## config.mk

```make
export PLATFORM = sky130hd
export DESIGN_NAME = ctx_stack_seq
export DESIGN_NICKNAME = d
export VERILOG_FILES = /design/src/rtl/ctx_stack_seq.sv
export SDC_FILE = /design/constraint.sdc
export NUM_CORES = 1
export LEC_CHECK = 0
export BUFFER_PORTS_ARGS = -buffer_cell sky130_fd_sc_hd__buf_4
export CAP_MARGIN = 30
export CELL_PAD_IN_SITES_DETAIL_PLACEMENT = 1
export CELL_PAD_IN_SITES_GLOBAL_PLACEMENT = 2
export CORE_MARGIN = 1.5
export CORE_UTILIZATION = 13
export DETAILED_ROUTE_END_ITERATION = 8
export PLACE_DENSITY_LB_ADDON = 0.1
export SYNTH_ARGS = -nofsm -noshare
export SYNTH_HDL_FRONTEND = slang
export SYNTH_SLANG_ARGS = --single-unit
```

## constraint.sdc

```tcl
create_clock -name clk -period 2.6 [get_ports clk]
set_input_delay 0.13 -clock clk [delete_from_list [all_inputs] [get_ports clk]]
set_output_delay 0.13 -clock clk [all_outputs]
set_load 0.05 [all_outputs]
```

## src/rtl/ctx_stack_seq.sv

```systemverilog
// ctx_stack_seq: spills a register-file frame onto the hardware stack and pops it back in reverse.
// Define CTX_STACK_TAG_EN to push a tag word after each save and verify it before each restore.
module ctx_stack_seq #(
    parameter int NREGS = 16,
    parameter int AW    = 4,
    parameter int DW    = 32
) (
    input  logic          clk,
    input  logic          rst,
    input  logic          save_req,
    input  logic          restore_req,
    output logic          busy,
    output logic          done,
    output logic          err,
    output logic [AW-1:0] rf_raddr,
    input  logic [DW-1:0] rf_rdata,
    output logic          rf_we,
    output logic [AW-1:0] rf_waddr,
    output logic [DW-1:0] rf_wdata,
    output logic          stk_push,
    output logic          stk_pop,
    output logic [DW-1:0] stk_wdata,
    input  logic [DW-1:0] stk_rdata,
    input  logic          stk_full,
    input  logic          stk_empty
);
    localparam int IW = AW + 1;
    localparam logic [IW-1:0] LAST = IW'(NREGS - 1);
`ifdef CTX_STACK_TAG_EN
    localparam logic [DW-1:0] TAG = DW'({16'hC0DE, 16'(NREGS)});
    typedef enum logic [2:0] {IDLE, SAVE, RESTORE, DONE, TAG_PUSH, TAG_CHK} state_t;
    localparam state_t SAVE_END   = TAG_PUSH;
    localparam state_t LOAD_BEGIN = TAG_CHK;
`else
    typedef enum logic [1:0] {IDLE, SAVE, RESTORE, DONE} state_t;
    localparam state_t SAVE_END   = DONE;
    localparam state_t LOAD_BEGIN = RESTORE;
`endif

    state_t        state;
    logic [IW-1:0] idx;
    logic          last;

    assign last = idx == LAST;
    assign busy = state != IDLE;
    assign done = state == DONE;

    always_ff @(posedge clk or posedge rst) begin
        if (rst) begin
            state <= IDLE;
            idx   <= '0;
            err   <= 1'b0;
        end else begin
            case (state)
                IDLE: if (save_req || restore_req) begin
                    state <= save_req ? SAVE : LOAD_BEGIN;
                    idx   <= '0;
                    err   <= 1'b0;
                end
                SAVE: if (stk_full) begin
                    err   <= 1'b1;
                    state <= DONE;
                end else if (last) state <= SAVE_END;
                else idx <= idx + 1'b1;
                RESTORE: if (stk_empty) begin
                    err   <= 1'b1;
                    state <= DONE;
                end else if (last) state <= DONE;
                else idx <= idx + 1'b1;
`ifdef CTX_STACK_TAG_EN
                TAG_PUSH: begin
                    if (stk_full) err <= 1'b1;
                    state <= DONE;
                end
                TAG_CHK: if (stk_empty || stk_rdata != TAG) begin
                    err   <= 1'b1;
                    state <= DONE;
                end else state <= RESTORE;
`endif
                default: state <= IDLE;
            endcase
        end
    end

    // Strobes are combinational so a full/empty stack suppresses them in the same cycle.
    always_comb begin
        rf_raddr  = '0;
        rf_we     = 1'b0;
        rf_waddr  = '0;
        rf_wdata  = '0;
        stk_push  = 1'b0;
        stk_pop   = 1'b0;
        stk_wdata = '0;
        case (state)
            SAVE: begin
                rf_raddr  = idx[AW-1:0];
                stk_wdata = rf_rdata;
                stk_push  = !stk_full;
            end
            RESTORE: begin
                stk_pop  = !stk_empty;
                rf_we    = !stk_empty;
                rf_waddr = AW'(NREGS - 1) - idx[AW-1:0];
                rf_wdata = stk_rdata;
            end
`ifdef CTX_STACK_TAG_EN
            TAG_PUSH: begin
                stk_wdata = TAG;
                stk_push  = !stk_full;
            end
            TAG_CHK: stk_pop = !stk_empty;
`endif
            default: ;
        endcase
    end
endmodule
```

==> out/qor.txt <==
Synth Cell Area - 0.00107 sq mm
Post-CTS setup buffer count - 0
Tot GR Track Use - 0.106
Final setup violation count - 0
Ratio of cells with drive above 1 in the final layout - 0.564
CP Data Required Time - 2.70 ns
Drt wl/cell - 12.6 um
Switch share - 0.629
Min Tclk post-route - 2.04 ns
Area leader, netlist - and2_1
Final cell count without fillers - 382
Reg-to-reg slack, setup - 0.56 ns
Number of fill cells in the layout - 987
Post-CTS sizing - 0
Largest net degree at the start of global routing - 39
# rows - 32
Sequential share of the synthesized area - 0.188
Final TNS setup - 0 ns
Setup ws final - 0.561 ns
IO Count - 148
Crit path max fanout - 7
Max H-tree Level - 1
Worst setup startpoint - idx[0]$_DFFE_PP0P_
Reg-to-Reg End - idx[3]$_DFFE_PP0P_
Slew @ Worst Pin - 0.367 ns
Worst hold path class - input pin to register
Status - finished, final reports clean
Via count - 1542
Yosys reg bits - 8
FF+latch area - 200 sq um
DIE HEIGHT - 93.6 um
Die area - 0.00875 sq mm
First-pass GRT wire length - 7.45 mm
R2R cell count - 6
# DRC - 0
Total grt overflow - 0
Synth Net Count - 212
Worst reg2reg startpoint - idx[0]$_DFFE_PP0P_
CP arrival - 2.14 ns
Post-synth top area share - 0.399
Crit-path max cell delay - 0.44 ns
Nets - 358
Multi-input gate area in the final layout - 802 sq um
Final WL - 4.80 mm
Max clock buf depth - 2
Worst Skew - 0.00203 ns
First DRT Iteration DRCs - 41
Max VDD drop - 0.467 mV
Total CTS buffers - 3
Hold Crit Depth - 4
P_sw - 1.86 mW
Place WS - 0.554 ns
CTS tree - done
Clock group share of total power - 0.052
Clock transition at the registers of the reported paths - 0.04 ns
Slew headroom - 0.749
CP Capture Point - idx[3]$_DFFE_PP0P_
Post-CTS Hold Buffers - 1
Gp weighted congestion - 0.679
ANT nets after route - 0
Synth cell types - 28
Power Total - 2.96 mW
Synth warn - 0
PwrDens - 1270 mW/mm^2
Gate power share - 0.873
Vias in the first global route - 1622
Part of the cycle the worst path needs - 0.784
Port Buffers - 147
Startpoint class of the critical path - register
Die Width - 93.6 um
Worst path depth - 6
Highest Clock Rate - 0.490 GHz
Drt via density - 4.04
RSZ-0062 raised after global routing - no
Initial core utilization - 0.136
Fin. max-slew vios - 0
Area Overhead vs Synth - 118%
Clk Latency, worst-skew pair - 0.23 ns
Core area - 0.00785 sq mm
Initial antenna violation count - 0
WP buf/inv - 0
CTS Root Cell - clkbuf_8
Avg Inst Size Synth - 7.84 sq um
Hpwl dp - 4.04 mm
Fin util - 0.296
Int Power - 1.10 mW
Sequential share of power - 0.075
Crit Path Class - register to register
Final hold vios - 0
CTS Sinks - 8
Slowest cell on crit path - a2111oi_0
Worst path top cell family by delay - compound AO/OA/AOI/OAI gates
Post-synthesis instance total - 136
Placed Instances - 378
Ranking of synthesized cells by area - and2_1 40%, dfrtp_1 19%, ha_1 7.0%
Drt pass-1 iters - 3
Leakage power - 1.25 nW
Crit. End Element - register
Most used cell, CP - ha_1
Crit path cell chain - ha_1, and3_1, ha_1, nand4b_1, a2111oi_0, o22ai_1
Max cap viols - 0
N_diodes - 0
==> cell families (layout without fill, tap and decap cells) <==
logic type	count (synthesis)	in the layout	synth area share
compound gates	13	13	0.0998
simple gates	91	91	0.561
mux	2	2	0.0211
buf+inv	16	160	0.0599
flops	8	8	0.188
fa+ha+maj	6	6	0.0704
==> cells in the final DEF, fill, tap and decap left out, drive strengths merged <==
| master | n |
|---|---|
| a22oi | 1 |
| o2bb2ai | 1 |
| a2111oi | 1 |
| nand4b | 1 |
| or3b | 1 |
| nor4 | 2 |
| ha | 6 |
| mux2 | 2 |
| nor3b | 1 |
| nand3 | 1 |
| and2 | 68 |
| and3 | 1 |
| clkbuf | 3 |
| nand2 | 2 |
| buf | 149 |
| nor2b | 7 |
| a2111o | 1 |
| o211ai | 1 |
| dlygate4sd3 | 1 |
| o22ai | 3 |
| or2 | 1 |
| inv | 7 |
| dfrtp | 8 |
| nand2b | 3 |
| nand4 | 2 |
| a22o | 5 |
| nor2 | 1 |
==> power by group through the flow <==
stage	clock (mW)	combinational [mW]	sequential, mW
after global routing	0.165	2.76	0.232
final	0.155	2.59	0.222
after CTS	0.161	2.63	0.223
after global placement	0	2.64	0.223
after detailed placement	0	2.62	0.224
after floorplan	0	1.82	0.238
==> Yosys cell counts <==
library cell / number
a2111o_1: 1
a2111oi_0: 1
a22o_1: 5
a22oi_1: 1
and2_1: 68
and3_1: 1
buf_4: 1
clkbuf_1: 8
dfrtp_1: 8
ha_1: 6
inv_1: 7
mux2_1: 1
mux2_2: 1
nand2_1: 2
nand2b_1: 2
nand2b_4: 1
nand3_1: 1
nand4_1: 2
nand4b_1: 1
nor2_1: 1
nor2b_1: 7
nor3b_4: 1
nor4_2: 2
o211ai_1: 1
o22ai_1: 3
o2bb2ai_1: 1
or2_2: 1
or3b_1: 1
==> worst register-to-register path, delay by kind of cell, from the launching register on <==
family / cells / cell delay, ns
AO/OA/AOI/OAI: 2 / 0.56
adder cells (fa/ha/maj): 2 / 0.52
flip-flops: 1 / 0.42
AND/OR/NAND/NOR: 2 / 0.43
==> how the worst min path moves through the flow <==
| stage | startpoint | slack, ns | to |
|---|---|---|---|
| after floorplan | rst | -0.05 | err$_DFFE_PP0P_ |
| after global placement | rst | 0.14 | err$_DFFE_PP0P_ |
| after detailed placement | rst | 0.14 | err$_DFFE_PP0P_ |
| after CTS | save_req | 0.28 | state[0]$_DFFE_PP0P_ |
| after global routing | save_req | 0.32 | state[0]$_DFFE_PP0P_ |
| final | save_req | 0.29 | state[0]$_DFFE_PP0P_ |
==> flip-flops by register name, summed over array words and instances, names as in the netlist <==
name,cells
idx,5
err,1
state,2
==> metal layers <==
| layer | global-route usage | vias to the layer above | wire (um) |
|---|---|---|---|
| met4 | 0.0373 | 0 | 54 |
| met3 | 0.0301 | 5 | 540 |
| met1 | 0.118 | 705 | 1870 |
| li1 | - | 730 | - |
| met2 | 0.190 | 102 | 2330 |
| met5 | 0 | - | 0 |
==> stage by stage <==
step / instance area (sq um) / hold WS [ns]
floorplan: 1070 / -0.0543
global placement: 2270 / 0.138
detailed placement: 2270 / 0.140
CTS: 2330 / 0.282
global route: 2330 / 0.325
finish: 2330 / 0.285
==> cell type report <==
| cell class | instances | share of cell area |
|---|---|---|
| inverters | 7 | 0.0113 |
| flip-flops and latches | 8 | 0.0861 |
| multi-input cells | 112 | 0.345 |
| well taps | 102 | 0.0549 |
| clock buffers | 3 | 0.0178 |
| repair buffers | 150 | 0.485 |
(Power assumes the default switching activity.)
